$ cat config.mk
export PLATFORM = sky130hd
export DESIGN_NAME = module_hamming_encoder_stream_flat
export DESIGN_NICKNAME = d
export VERILOG_FILES = /design/src/rtl/module_hamming_encoder_stream_if.sv /design/src/rtl/module_hamming_encoder_stream.sv /design/src/flat_wrapper.sv
export SDC_FILE = /design/constraint.sdc
export NUM_CORES = 1
export LEC_CHECK = 0
export BUFFER_PORTS_ARGS = -buffer_cell sky130_fd_sc_hd__buf_2
export CORE_MARGIN = 2
export CORE_UTILIZATION = 54
export DETAILED_ROUTE_END_ITERATION = 8
export PLACE_DENSITY = 0.83
export SLEW_MARGIN = 40
export SYNTH_ARGS = -nofsm -noshare
export SYNTH_HDL_FRONTEND = slang
export SYNTH_SLANG_ARGS = --single-unit
$ cat constraint.sdc
create_clock -name clk -period 4.3 [get_ports clk]
set_input_delay 0 -clock clk [delete_from_list [all_inputs] [get_ports clk]]
set_output_delay 0 -clock clk [all_outputs]
set_load 0.1 [all_outputs]
$ cat src/rtl/module_hamming_encoder_stream_if.sv
// Stream bundle for the Hamming encoder: data and injection positions in,
// registered codeword, check bits and handshake counter out.
interface module_hamming_encoder_stream_if #(
  parameter int DATA_W = 4,
  parameter int SECDED = 0,
  parameter int CNT_W  = 16
);
  function automatic int calc_p(input int dw);
    int p;
    p = 7;
    for (int k = 7; k >= 1; k--)
      if ((1 << k) >= dw + k + 1) p = k;
    return p;
  endfunction

  localparam int P  = calc_p(DATA_W);
  localparam int N  = DATA_W + P + SECDED;
  localparam int IW = $clog2(N + 1);
  localparam int PW = P + SECDED;

  logic              in_valid;
  logic              in_ready;
  logic [DATA_W-1:0] in_data;
  logic [IW-1:0]     inject_pos;
  logic [IW-1:0]     inject_pos2;
  logic              out_valid;
  logic              out_ready;
  logic [N-1:0]      out_code;
  logic [PW-1:0]     out_parity;
  logic [CNT_W-1:0]  word_count;

  modport master (
    output in_valid, in_data, inject_pos, inject_pos2, out_ready,
    input  in_ready, out_valid, out_code, out_parity, word_count
  );

  modport slave (
    input  in_valid, in_data, inject_pos, inject_pos2, out_ready,
    output in_ready, out_valid, out_code, out_parity, word_count
  );
endinterface

$ cat src/rtl/module_hamming_encoder_stream.sv
// Parametrised Hamming / SECDED encoder with a one-entry registered output
// stage, valid/ready streaming and per-word single/double bit-flip injection.
module module_hamming_encoder_stream #(
  parameter int DATA_W = 4,
  parameter int SECDED = 0,
  parameter int CNT_W  = 16
) (
  input  logic clk,
  input  logic rst_n,
  module_hamming_encoder_stream_if.slave stream
);
  function automatic int calc_p(input int dw);
    int p;
    p = 7;
    for (int k = 7; k >= 1; k--)
      if ((1 << k) >= dw + k + 1) p = k;
    return p;
  endfunction

  localparam int P  = calc_p(DATA_W);
  localparam int NH = DATA_W + P;
  localparam int N  = NH + SECDED;
  localparam int IW = $clog2(N + 1);
  localparam int PW = P + SECDED;

  if (DATA_W < 1 || DATA_W > 57) begin : g_bad_data_w
    $error("DATA_W must lie in 1..57");
  end
  if (SECDED != 0 && SECDED != 1) begin : g_bad_secded
    $error("SECDED must be 0 or 1");
  end

  function automatic bit is_pow2(input int v);
    return (v & (v - 1)) == 0;
  endfunction

  // Data bits fill the non power-of-two positions in ascending order.
  function automatic logic [NH-1:0] place_data(input logic [DATA_W-1:0] d);
    int di;
    place_data = '0;
    di = 0;
    for (int pos = 1; pos <= NH; pos++) begin
      if (!is_pow2(pos)) begin
        place_data[pos-1] = d[di];
        di = di + 1;
      end
    end
  endfunction

  function automatic logic [P-1:0] check_bits(input logic [NH-1:0] h);
    check_bits = '0;
    for (int j = 0; j < P; j++)
      for (int pos = 1; pos <= NH; pos++)
        if (((pos >> j) & 1) == 1 && !is_pow2(pos))
          check_bits[j] = check_bits[j] ^ h[pos-1];
  endfunction

  // Out-of-range positions (0 or > N) produce an empty mask.
  function automatic logic [N-1:0] flip_mask(input logic [IW-1:0] pos);
    flip_mask = '0;
    for (int k = 1; k <= N; k++)
      if (int'(pos) == k) flip_mask[k-1] = 1'b1;
  endfunction

  logic [NH-1:0]    ham_p0;
  logic [P-1:0]     chk_p0;
  logic [N-1:0]     code_p0;
  logic [N-1:0]     flip_p0;
  logic [PW-1:0]    par_p0;

  logic             vld_p1;
  logic [N-1:0]     code_p1;
  logic [PW-1:0]    par_p1;
  logic [CNT_W-1:0] word_cnt;

  logic             in_xfer;
  logic             out_xfer;

  // ---- stage p0: combinational encode of the presented word ----
  always_comb begin
    ham_p0 = place_data(stream.in_data);
    chk_p0 = check_bits(ham_p0);
    for (int j = 0; j < P; j++) ham_p0[(1 << j) - 1] = chk_p0[j];
    code_p0 = '0;
    code_p0[NH-1:0] = ham_p0;
    par_p0 = '0;
    par_p0[P-1:0] = chk_p0;
    if (SECDED != 0) begin
      code_p0[N-1] = ^ham_p0;
      par_p0[PW-1] = ^ham_p0;
    end
    // XOR of the two masks makes equal positions cancel.
    flip_p0 = flip_mask(stream.inject_pos) ^ flip_mask(stream.inject_pos2);
  end

  assign in_xfer  = stream.in_valid && stream.in_ready;
  assign out_xfer = vld_p1 && stream.out_ready;

  // ---- stage p1: one-entry output register ----
  always_ff @(posedge clk or negedge rst_n) begin
    if (!rst_n) begin
      vld_p1   <= 1'b0;
      code_p1  <= '0;
      par_p1   <= '0;
      word_cnt <= '0;
    end else begin
      if (in_xfer) begin
        vld_p1  <= 1'b1;
        code_p1 <= code_p0 ^ flip_p0;
        par_p1  <= par_p0;
      end else if (out_xfer) begin
        vld_p1  <= 1'b0;
      end
      if (out_xfer) word_cnt <= word_cnt + CNT_W'(1);
    end
  end

  assign stream.in_ready   = !vld_p1 || stream.out_ready;
  assign stream.out_valid  = vld_p1;
  assign stream.out_code   = code_p1;
  assign stream.out_parity = par_p1;
  assign stream.word_count = word_cnt;

  a_hold_stable: assert property (@(posedge clk) disable iff (!rst_n)
    vld_p1 && !stream.out_ready |=> vld_p1 && $stable(code_p1) && $stable(par_p1));
endmodule

$ cat src/flat_wrapper.sv
// flat-port wrapper written by rule: the top's interface ports become plain ports
module module_hamming_encoder_stream_flat 
#(
  parameter int DATA_W = 4,
  parameter int SECDED = 0,
  parameter int CNT_W  = 16
)
  (clk, rst_n, stream_in_valid, stream_in_data, stream_inject_pos, stream_inject_pos2, stream_out_ready, stream_in_ready, stream_out_valid, stream_out_code, stream_out_parity, stream_word_count);
  module_hamming_encoder_stream_if #(.DATA_W(DATA_W), .SECDED(SECDED), .CNT_W(CNT_W)) stream_i ();
  input  logic clk;
  input  logic rst_n;
  input wire logic [$bits(stream_i.in_valid)-1:0] stream_in_valid;
  input wire logic [$bits(stream_i.in_data)-1:0] stream_in_data;
  input wire logic [$bits(stream_i.inject_pos)-1:0] stream_inject_pos;
  input wire logic [$bits(stream_i.inject_pos2)-1:0] stream_inject_pos2;
  input wire logic [$bits(stream_i.out_ready)-1:0] stream_out_ready;
  output wire logic [$bits(stream_i.in_ready)-1:0] stream_in_ready;
  output wire logic [$bits(stream_i.out_valid)-1:0] stream_out_valid;
  output wire logic [$bits(stream_i.out_code)-1:0] stream_out_code;
  output wire logic [$bits(stream_i.out_parity)-1:0] stream_out_parity;
  output wire logic [$bits(stream_i.word_count)-1:0] stream_word_count;
  assign stream_i.in_valid = stream_in_valid;
  assign stream_i.in_data = stream_in_data;
  assign stream_i.inject_pos = stream_inject_pos;
  assign stream_i.inject_pos2 = stream_inject_pos2;
  assign stream_i.out_ready = stream_out_ready;
  assign stream_in_ready = stream_i.in_ready;
  assign stream_out_valid = stream_i.out_valid;
  assign stream_out_code = stream_i.out_code;
  assign stream_out_parity = stream_i.out_parity;
  assign stream_word_count = stream_i.word_count;
  module_hamming_encoder_stream #(.DATA_W(DATA_W), .SECDED(SECDED), .CNT_W(CNT_W)) u_core (.clk(clk), .rst_n(rst_n), .stream(stream_i));
endmodule
Word-level counts from Yosys, hierarchy flattened --
Index checks and enable logic that the tools add are counted.
Operators by class: bitwise gates (word level) 8, muxes and demuxes 16, reductions and logical operators 5, eq/ne operators 14, $add $sub $neg 1
Operator list (number):
- $eq 3x3->1 const B | 8
- $add 16x1->16 const B | 1
- $mux 1 | 16
- $xor 7x7->7 | 2
- $eq 3x2->1 const B | 4
- $eq 3x1->1 const B | 2
- $xor 1x1->1 | 6
- $logic_and 1x1->1 | 2
- $reduce_bool 2->1 | 1
- $logic_not 1->1 | 1
- $logic_or 1x1->1 | 1
Storage, ports and cells: register bits 27, word-level logic and storage cells 48, output and inout port bits 28

Logic depth before layout (Yosys ltp) --
Gate-level depths: netlist (run 1).
word-level depth 4, mapped depth 5, mapped depth without buffers 5

Worst setup path before layout (run 1) --
OpenSTA, ideal clock, no wires.
kind flip-flop to flip-flop, start register u_core.vld_p1 (netlist: u_core.stream.out_valid), end register u_core.code_p1[4] (netlist: u_core.stream.out_code[4]), cell stages (with the launch flop) 5, data required time 4.164 ns, arrival 2.645 ns, slack 1.520 ns, cell sequence dfrtp_1 -> nand2b_1 -> nand2_1 -> clkbuf_1 -> o21ai_0
On the way: word-level cells in the longest chain between the ends 3
RTL lines:
- start, declared | RTL line module_hamming_encoder_stream.sv:71 | logic vld_p1;
- start signal, assigned | RTL line module_hamming_encoder_stream.sv:102 | vld_p1 <= 1'b0;
- start signal, assigned | RTL line module_hamming_encoder_stream.sv:108 | vld_p1 <= 1'b1;
- start signal, assigned | RTL line module_hamming_encoder_stream.sv:112 | vld_p1 <= 1'b0;
- $logic_not 1->1 | RTL line module_hamming_encoder_stream.sv:118 | assign stream.in_ready = !vld_p1 || stream.out_ready;
- $logic_or 1x1->1 | RTL line module_hamming_encoder_stream.sv:118
- net stream_in_ready | RTL line flat_wrapper.sv:17 | output wire logic [$bits(stream_i.in_ready)-1:0] stream_in_ready;
- $logic_and 1x1->1 | RTL line module_hamming_encoder_stream.sv:96 | assign in_xfer = stream.in_valid && stream.in_ready;
- end signal, assigned | RTL line module_hamming_encoder_stream.sv:109 | code_p1 <= code_p0 ^ flip_p0;
- end, declared | RTL line module_hamming_encoder_stream.sv:72 | logic [N-1:0] code_p1;
The timed path passes the listed nets, and every way through them passes these cells. A chain may end at the register's enable or synchronous reset.

Worst setup path after layout (run 1) --
start register u_core.word_cnt[0] (netlist: u_core.stream.word_count[0]), end register u_core.word_cnt[14] (netlist: u_core.stream.word_count[14])
On the way: word-level cells in the longest chain between the ends 1
RTL lines:
- start, declared | RTL line module_hamming_encoder_stream.sv:74 | logic [CNT_W-1:0] word_cnt;
- start signal, assigned | RTL line module_hamming_encoder_stream.sv:114 | if (out_xfer) word_cnt <= word_cnt + CNT_W'(1);
- $add 16x1->16 | RTL line module_hamming_encoder_stream.sv:114
Every way passes these cells.

==> results.sh, run 1 <==
export IMPL_drive_gt1_share_pct=30.8
export IMPL_clock_fmax_ghz=0.619
export IMPL_power_leakage_nw=0.793
export IMPL_synth_edf_count=0
export IMPL_tritoncts="done"
export IMPL_cp_arrival_ns=1.84
export IMPL_postRouteAntennaNets=0
export IMPL_synth_most_common_cell="dfrtp_1"
export IMPL_grt_overflow=0
export IMPL_ys_warn_count=0
export IMPL_cts_made_buffers=3
export IMPL_crit_fanout=4
export IMPL_rows=18
export IMPL_synthTopCellsByCount="27 x dfrtp_1, 25 x xnor2_1, 17 x nand2_1"
export IMPL_r2r_end="u_core.stream.word_count[14]"
export IMPL_drv_slew=0
export IMPL_area_growth_pct=21.2
export IMPL_start_util_pct=55.5
export IMPL_ir_drop_mv=0.466
export IMPL_period_share_pct=37.6
export IMPL_fin_total_pwr_mw=0.968
export IMPL_place_area_sq_mm=0.00159
export IMPL_path_clk_slew_ns=0.14
export IMPL_finClkSkew_ns=0.00692
export IMPL_reg2reg_slack_ns=2.68
export IMPL_maxCapViolations=0
export IMPL_hold_slack_ns=0.0419
export IMPL_antenna_found_initial=0
export IMPL_cts_resized=0
export IMPL_dieHeight_um=54
export IMPL_timing_final_ws_setup_ns=2.68
export IMPL_required_ns=4.53
export IMPL_clock_sinks=27
export IMPL_postCtsSetupBuffers=0
export IMPL_drt_iter0_drc=13
export IMPL_synth_async_reset_ratio_pct=100
export IMPL_cp_end_kind="register"
export IMPL_status="finished clean"
export IMPL_r2r_start="u_core.stream.word_count[0]"
export IMPL_rr_worst_depth=5
export IMPL_ys_seq_elements=27
export IMPL_track_usage_pct=19.3
export IMPL_gp_congestion=0.729
export IMPL_clock_latency_ns=0.32
export IMPL_synth_top_area_cell="dfrtp_1"
export IMPL_diodes=0
export IMPL_hp_class="input pin to register"
export IMPL_grt_pass1_vias=973
export IMPL_fin_crit_ns=1.62
export IMPL_syn_num_nets=141
export IMPL_io_pins=42
export IMPL_dp_slack_ns=2.71
export IMPL_startpoint_type="register"
export IMPL_finalSetupViolCount=0
export IMPL_grt_first_pass_wirelength_um=4080
export IMPL_routed_wl_um=2560
export IMPL_drc_errors=0
export IMPL_die_width_um=54
export IMPL_hold_buffers=2
export IMPL_coreArea_sq_mm=0.00243
export IMPL_whs_path_depth=3
export IMPL_syn_area_per_cell_sq_um=10.7
export IMPL_grt_max_degree=28
export IMPL_vias=1074
export IMPL_synth_cells=126
export IMPL_clock_root_buffer="clkbuf_4"
export IMPL_finalHoldViolations=0
export IMPL_power_density_mw_per_mm2=592
export IMPL_synthDistinctLibCells=22
export IMPL_first_pass_iters=4
export IMPL_design_area_sq_mm=0.00164
export IMPL_synth_top_cell_area_share_pct=50.0
export IMPL_rsz0062_at_grt="no"
export IMPL_wire_per_inst_um=12.7
export IMPL_htree_levels=1
export IMPL_netlist_area_sq_mm=0.00135
export IMPL_worst_slew_pin_slew_ns=0.577
export IMPL_critPathKind="register to register"
export IMPL_ys_flop_type="dfrtp_1"
export IMPL_slew_headroom_pct=61.6
export IMPL_io_buffers=41
export IMPL_ys_seq_area_share_pct=50.0
export IMPL_setup_tns_ns=0
export IMPL_final_nets=188
export IMPL_synth_area_leaders="dfrtp_1 50%, xnor2_1 16%, xor2_1 5.8%, nand2_1 4.7%, mux2_2 3.3%"
export IMPL_dieArea_sq_mm=0.00292
export IMPL_min_from="stream_out_ready"
export IMPL_min_to="u_core.stream.out_valid"
export IMPL_cts_buffer_depth=2
export IMPL_dp_hpwl_um=1990
export IMPL_vias_per_cell=5.32
==> metrics by stage <==
| stage | utilization (%) | std cells |
|---|---|---|
| finish | 67.3 | 202 |
| global route | 67.3 | 202 |
| CTS | 67.3 | 202 |
| detailed placement | 65.3 | 196 |
| global placement | 65.3 | 196 |
| floorplan | - | 126 |
==> registers in the layout (all words and copies together) (netlist names) <==
signal,flops
u_core.stream.out_code,7
u_core.stream.out_parity,3
u_core.stream.word_count,16
u_core.stream.out_valid,1
==> power by group <==
part	switching, mW	internal [mW]
registers	0.0447	0.300
clock network	0.0715	0.0348
logic	0.429	0.0881
==> worst max-delay path by stage <==
stage / slack, ns / end / start / depth (start not counted)
2_1_floorplan: 1.52 / u_core.stream.out_code[4] / u_core.stream.out_valid / 4
3_3_place_gp: 2.74 / u_core.stream.word_count[14] / u_core.stream.word_count[0] / 5
3_5_place_dp: 2.71 / u_core.stream.word_count[14] / u_core.stream.word_count[0] / 5
4_1_cts: 2.70 / u_core.stream.word_count[14] / u_core.stream.word_count[0] / 5
5_1_grt: 2.43 / u_core.stream.word_count[14] / u_core.stream.word_count[0] / 5
6_report: 2.68 / u_core.stream.word_count[14] / u_core.stream.word_count[0] / 5
==> metal layers <==
metal  global-route usage, %  wire length [um]  vias up
li1                        -                 -      518
met2                    32.3              1270       39
met1                    25.0              1120      506
met3                    2.78               114       11
met4                    7.92                61        0
met5                       0                 0        -
==> placed cells by master, fill, tap and decap left out <==
cell type / netlist / layout
buf_2: 0 / 41
dfrtp_1: 27 / 27
xnor2_1: 25 / 25
nand2_1: 17 / 17
xor2_1: 9 / 9
nor2_1: 7 / 7
o21ai_0: 7 / 7
nor3b_1: 6 / 6
nand3_1: 5 / 5
mux2_2: 4 / 4
nand3b_1: 4 / 4
nand4_1: 3 / 3
clkbuf_4: 0 / 3
nand2b_1: 2 / 2
dlygate4sd3_1: 0 / 2
and3_1: 1 / 1
inv_1: 1 / 1
nand4_2: 1 / 1
nor4_1: 1 / 1
or4_4: 1 / 1
nor2_2: 1 / 1
nor3_1: 1 / 1
and3_2: 1 / 1
ha_1: 1 / 1
clkinv_2: 0 / 1
==> area by class of cell <==
type | instances | area [sq um]
clock buffer | 3 | 22.5
clock inverter | 1 | 5.00
fill | 193 | 796
inverter | 1 | 3.75
multi-input combinational | 97 | 667
sequential | 27 | 676
tap | 30 | 37.5
timing repair buffer | 43 | 225
==> critical path, cell delays in order, from the launching register on <==
cell     delay (ns)
dfrtp_1        0.43
ha_1           0.16
nand3_1        0.14
nor4_1         0.48
nand4_1        0.17
xnor2_1        0.14
==> cells by family (layout without fill, tap and decap cells) <==
kind of cell / Yosys count / in the layout / share of synthesized area (%)
AO/OA/AOI/OAI: 7 / 7 / 2.59
buffers and inverters: 2 / 48 / 0.556
AND/OR/NAND/NOR: 51 / 51 / 20.5
multiplexers: 4 / 4 / 3.34
adder cells (fa/ha/maj): 1 / 1 / 0.927
flip-flops: 27 / 27 / 50.0
XOR/XNOR: 34 / 34 / 22.1
Power figures use the tool's default switching activity.
==> inputs of run 2 (changes only) <==
--- a/config.mk
+++ b/config.mk
@@ -7,9 +7,9 @@
 export LEC_CHECK = 0
 export BUFFER_PORTS_ARGS = -buffer_cell sky130_fd_sc_hd__buf_2
 export CORE_MARGIN = 2
-export CORE_UTILIZATION = 54
+export CORE_UTILIZATION = 50
 export DETAILED_ROUTE_END_ITERATION = 8
-export PLACE_DENSITY = 0.83
+export PLACE_DENSITY = 0.77
 export SLEW_MARGIN = 40
 export SYNTH_ARGS = -nofsm -noshare
 export SYNTH_HDL_FRONTEND = slang
==> constraint.sdc (replaced) <==
create_clock -name clk -period 1.5 [get_ports clk]
set_input_delay 0 -clock clk [delete_from_list [all_inputs] [get_ports clk]]
set_output_delay 0 -clock clk [all_outputs]
set_load 0.1 [all_outputs]
==> run 2 against run 1 <==
Against the previous run: first-iteration DRC count rose by 140%; combinational power grew to 3.0 times the previous value; clock power rose to 2.9 times the previous value; critical endpoint is now u_core.stream.word_count[11]; largest cell class is now multi-input gates; largest power group unchanged.
==> results.sh, run 2 (synthesis results as in run 1) <==
export IMPL_status="finished clean"
export IMPL_drv_slew=0
export IMPL_startpoint_type="register"
export IMPL_power_leakage_nw=0.810
export IMPL_io_buffers=41
export IMPL_min_to="u_core.stream.out_valid"
export IMPL_drc_errors=0
export IMPL_power_density_mw_per_mm2=1650
export IMPL_r2r_start="u_core.stream.word_count[0]"
export IMPL_clock_sinks=27
export IMPL_required_ns=1.75
export IMPL_first_pass_iters=4
export IMPL_wire_per_inst_um=13.5
export IMPL_maxCapViolations=0
export IMPL_layout_common_cells="40 x buf_2, 25 x xnor2_1, 16 x nand2_1, 14 x dfrtp_1, 10 x dfrtp_4"
export IMPL_design_area_sq_mm=0.00177
export IMPL_finalSetupViolCount=0
export IMPL_setup_tns_ns=0
export IMPL_drive_gt1_share_pct=43.1
export IMPL_grt_max_degree=28
export IMPL_postRouteAntennaNets=0
export IMPL_rr_worst_depth=4
export IMPL_vias_per_cell=5.12
export IMPL_finalHoldViolations=0
export IMPL_fin_crit_ns=1.45
export IMPL_dp_hpwl_um=2060
export IMPL_grt_pass1_vias=1031
export IMPL_worst_slew_pin_slew_ns=0.589
export IMPL_fin_total_pwr_mw=2.93
export IMPL_antenna_found_initial=0
export IMPL_path_clk_slew_ns=0.14
export IMPL_critPathKind="register to register"
export IMPL_io_pins=42
export IMPL_grt_first_pass_wirelength_um=4470
export IMPL_tritoncts="done"
export IMPL_cp_end_kind="register"
export IMPL_diodes=0
export IMPL_grt_overflow=0
export IMPL_slew_headroom_pct=60.8
export IMPL_vias=1044
export IMPL_largest_register_ffs=16
export IMPL_cp_startpoint="u_core.stream.word_count[0]"
export IMPL_ir_drop_mv=1.58
export IMPL_final_nets=190
export IMPL_place_area_sq_mm=0.00170
export IMPL_gp_congestion=0.783
export IMPL_coreArea_sq_mm=0.00252
export IMPL_finClkSkew_ns=0.00243
export IMPL_period_share_pct=96.4
export IMPL_start_util_pct=53.5
export IMPL_area_growth_pct=31.2
export IMPL_clock_root_buffer="clkbuf_4"
export IMPL_reg2reg_slack_ns=0.05
export IMPL_cts_made_buffers=3
export IMPL_clock_latency_ns=0.31
export IMPL_min_from="stream_out_ready"
export IMPL_whs_path_depth=3
export IMPL_rsz0062_at_grt="yes"
export IMPL_htree_levels=1
export IMPL_clock_fmax_ghz=0.691
export IMPL_dieArea_sq_mm=0.00313
export IMPL_track_usage_pct=17.9
export IMPL_drt_iter0_drc=31
export IMPL_cp_arrival_ns=1.69
export IMPL_layout_commonest_cell="buf_2"
export IMPL_r2r_end="u_core.stream.word_count[11]"
export IMPL_dieHeight_um=56.0
export IMPL_hp_class="input pin to register"
export IMPL_routed_wl_um=2750
export IMPL_rows=18
export IMPL_crit_fanout=4
export IMPL_die_width_um=56.0
export IMPL_cts_buffer_depth=2
export IMPL_utilization_pct=70.2
-- run 2: where the power goes --
group / internal, mW / switching (mW) / leakage [nW]
combinational: 0.303 / 1.27 / 0.471
clock: 0.104 / 0.204 / 0.0150
sequential: 0.911 / 0.142 / 0.324
-- run 2: stage by stage --
step	hold WS, ns	setup slack, ns	cells
floorplan	-0.296	-0.143	126
global placement	0.0239	0.107	197
detailed placement	0.0416	0.0445	197
CTS	0.00733	0.00686	203
global route	0.0266	-0.00145	204
finish	0.0278	0.0538	204
-- run 2: worst max-delay path by stage --
stage	endpoint	slack [ns]	cells past startpoint
finish	u_core.stream.word_count[11]	0.05	4
global route	u_core.stream.word_count[11]	-0.001	4
detailed placement	u_core.stream.word_count[13]	0.04	4
floorplan	u_core.stream.word_count[13]	-0.14	4
CTS	stream_in_ready	0.007	3
global placement	u_core.stream.word_count[11]	0.11	4
-- run 2: worst max-delay path: stages (launching register included) --
cell and delay [ns]:
dfrtp_4 0.47, nand3_4 0.08, or4_4 0.57, nor2_2 0.11, xor2_1 0.15
-- run 2: repair_timing --
action                                  CTS  global route
gates resized for setup                   0             3
buffers inserted                          0             1
endpoints found under the setup margin    0             4
endpoints found under the hold margin    28             0
hold buffers                              2             0
-- run 2: area by class of cell --
cell class              instances  area (sq um)
fillers                       203           751
multi-input cells              97           744
well taps                      30          37.5
clock buffers                   4          26.3
inverters                       1          3.75
flip-flops and latches         27           717
repair buffers                 45           243
-- run 2: layer usage --
metal	track usage, %	vias up	share of wire, %
li1	-	517	-
met1	19.3	501	40
met2	35.0	24	56
met3	2.09	2	3.1
met4	7.14	0	0.98
met5	0	-	0
==> inputs of run 3 (changes only) <==
--- a/config.mk
+++ b/config.mk
@@ -5,10 +5,12 @@
 export SDC_FILE = /design/constraint.sdc
 export NUM_CORES = 1
 export LEC_CHECK = 0
+export ABC_CLOCK_PERIOD_IN_PS = 1400
 export BUFFER_PORTS_ARGS = -buffer_cell sky130_fd_sc_hd__buf_2
 export CORE_MARGIN = 2
 export CORE_UTILIZATION = 50
 export DETAILED_ROUTE_END_ITERATION = 8
+export GPL_TIMING_DRIVEN = 0
 export PLACE_DENSITY = 0.77
 export SLEW_MARGIN = 40
 export SYNTH_ARGS = -nofsm -noshare
==> constraint.sdc (replaced) <==
create_clock -name clk -period 1.4 [get_ports clk]
set_input_delay 0 -clock clk [delete_from_list [all_inputs] [get_ports clk]]
set_output_delay 0 -clock clk [all_outputs]
set_load 0.1 [all_outputs]
==> run 3 against run 2 <==
Against the previous run: the run now ends with negative setup slack left; sequential share of layout area is 0.70 points lower; die area stayed put; sequential power is 9% higher; total power is 8.6% higher; count of clock-buffer cells in the layout stayed put; core utilization is 1.2 points higher; fmax is 0.49% higher; via count is 3.1% higher; global-route usage is 1.6 points higher; worst hold slack better by 0.021 ns; cell area is 1.8% higher; critical path type unchanged; largest power group unchanged; highest routed layer unchanged.
==> results.sh, run 3 (synthesis results as in run 1) <==
export IMPL_status="complete, but fails checks"
export IMPL_violations="negative setup slack"
export IMPL_cp_arrival_ns=1.69
export IMPL_postRouteAntennaNets=0
export IMPL_crit_fanout=4
export IMPL_track_usage_pct=19.6
export IMPL_antenna_found_initial=0
export IMPL_htree_levels=1
export IMPL_routed_wl_um=2740
export IMPL_drt_iter0_drc=25
export IMPL_grt_first_pass_wirelength_um=4870
export IMPL_grt_max_degree=28
export IMPL_setup_tns_ns=-0.0970
export IMPL_area_growth_pct=33.5
export IMPL_layout_commonest_cell="buf_2"
export IMPL_power_leakage_nw=0.823
export IMPL_r2r_end="u_core.stream.word_count[11]"
export IMPL_first_pass_iters=4
export IMPL_design_area_sq_mm=0.00180
export IMPL_die_width_um=56.0
export IMPL_clock_sinks=27
export IMPL_worst_slew_pin_slew_ns=0.588
export IMPL_rows=18
export IMPL_fin_crit_ns=1.44
export IMPL_clock_latency_ns=0.31
export IMPL_drive_gt1_share_pct=44.9
export IMPL_finalSetupViolCount=3
export IMPL_stdcell_count=206
export IMPL_dp_hpwl_um=1990
export IMPL_io_pins=42
export IMPL_wire_per_inst_um=13.3
export IMPL_timing_final_ws_setup_ns=-0.0392
export IMPL_place_area_sq_mm=0.00171
export IMPL_ir_drop_mv=2.25
export IMPL_coreArea_sq_mm=0.00252
export IMPL_seq_area_sq_um=717
export IMPL_place_inst=197
export IMPL_largest_register_ffs=16
export IMPL_dieArea_sq_mm=0.00313
export IMPL_slew_headroom_pct=60.8
export IMPL_power_density_mw_per_mm2=1770
export IMPL_gp_congestion=0.787
export IMPL_r2r_start="u_core.stream.word_count[2]"
export IMPL_grt_overflow=0
export IMPL_layout_common_cells="40 x buf_2, 25 x xnor2_1, 16 x nand2_1, 14 x dfrtp_1, 10 x dfrtp_4"
export IMPL_finalHoldViolations=0
export IMPL_drc_errors=0
export IMPL_cts_buffer_depth=2
export IMPL_diodes=0
export IMPL_finClkSkew_ns=0.00141
export IMPL_startpoint_type="register"
export IMPL_path_clk_slew_ns=0.14
export IMPL_grt_pass1_vias=1150
export IMPL_multiInputGateArea_sq_um=754
export IMPL_critPathKind="register to register"
export IMPL_dieHeight_um=56.0
export IMPL_period_share_pct=103
export IMPL_hp_class="input pin to register"
export IMPL_clock_fmax_ghz=0.695
export IMPL_required_ns=1.65
export IMPL_reg2reg_slack_ns=-0.04
export IMPL_maxCapViolations=0
export IMPL_min_from="stream_out_ready"
export IMPL_io_buffers=41
export IMPL_final_nets=192
export IMPL_cp_end_kind="register"
export IMPL_fillCellCount=191
export IMPL_vias_per_cell=5.22
export IMPL_clock_root_buffer="clkbuf_4"
export IMPL_rr_worst_depth=4
export IMPL_whs_path_depth=3
export IMPL_vias=1076
export IMPL_cts_made_buffers=3
export IMPL_hold_slack_ns=0.0490
export IMPL_rsz0062_at_grt="yes"
export IMPL_min_to="u_core.stream.word_count[0]"
export IMPL_drv_slew=0
export IMPL_start_util_pct=53.5
export IMPL_tritoncts="done"
-- run 3: changes by cell type in the layout (fill, tap and decap cells not counted), sizes merged --
cell	before	now
clkbuf	5	6
buf	42	43
-- run 3: layer usage --
metal	vias to the layer above	share of wire (%)	track usage, %
li1	521	-	-
met1	523	44	22.6
met2	30	52	36.0
met3	2	3.6	2.56
met4	0	0.99	8.16
met5	-	0	0
-- run 3: repair_timing --
| action | in CTS | in global routing |
|---|---|---|
| pin swaps | 0 | 2 |
| setup buffers | 3 | 0 |
| gates cloned | 0 | 0 |
| setup endpoints to repair | 4 | 8 |
| hold buffers | 2 | 0 |
| endpoints found under the hold margin | 28 | 0 |
| gates resized for setup | 2 | 3 |
-- run 3: worst max path at each step --
stage                                     start                            to  slack, ns
finish              u_core.stream.word_count[2]  u_core.stream.word_count[11]      -0.04
global route        u_core.stream.word_count[2]  u_core.stream.word_count[15]      -0.09
CTS                 u_core.stream.word_count[1]  u_core.stream.word_count[13]      -0.04
detailed placement  u_core.stream.word_count[2]  u_core.stream.word_count[13]      -0.05
global placement    u_core.stream.word_count[2]  u_core.stream.word_count[15]      -0.03
floorplan           u_core.stream.word_count[0]  u_core.stream.word_count[13]      -0.24
-- run 3: metrics by stage --
stage          power [mW]  utilization [%]  setup WS [ns]
5_1_grt              3.32             71.5        -0.0900
3_5_place_dp         2.78             67.8        -0.0506
4_1_cts              3.18             71.0        -0.0350
3_3_place_gp         2.76             67.8        -0.0287
2_1_floorplan        2.50                -         -0.243
6_report             3.18             71.5        -0.0392
-- run 3: cell type report --
class | instances | area share, %
Multi-Input combinational cell | 97 | 41.8
Sequential cell | 27 | 39.8
Timing Repair Buffer | 46 | 13.9
Tap cell | 30 | 2.08
Clock buffer | 4 | 1.46
Buffer | 1 | 0.763
Inverter | 1 | 0.208
-- run 3: power breakdown --
part | total, mW | leakage (nW) | switching (mW) | internal [mW]
sequential | 1.14 | 0.324 | 0.162 | 0.976
clock | 0.329 | 0.0150 | 0.217 | 0.111
combinational | 1.72 | 0.485 | 1.37 | 0.349
total | 3.18 | 0.823 | 1.75 | 1.44
-- run 3: worst max-delay path: stages, from the launching register on --
cell	delay [ns]
dfrtp_4	0.46
nand3_4	0.09
or4_4	0.56
nor2_2	0.13
xor2_1	0.13
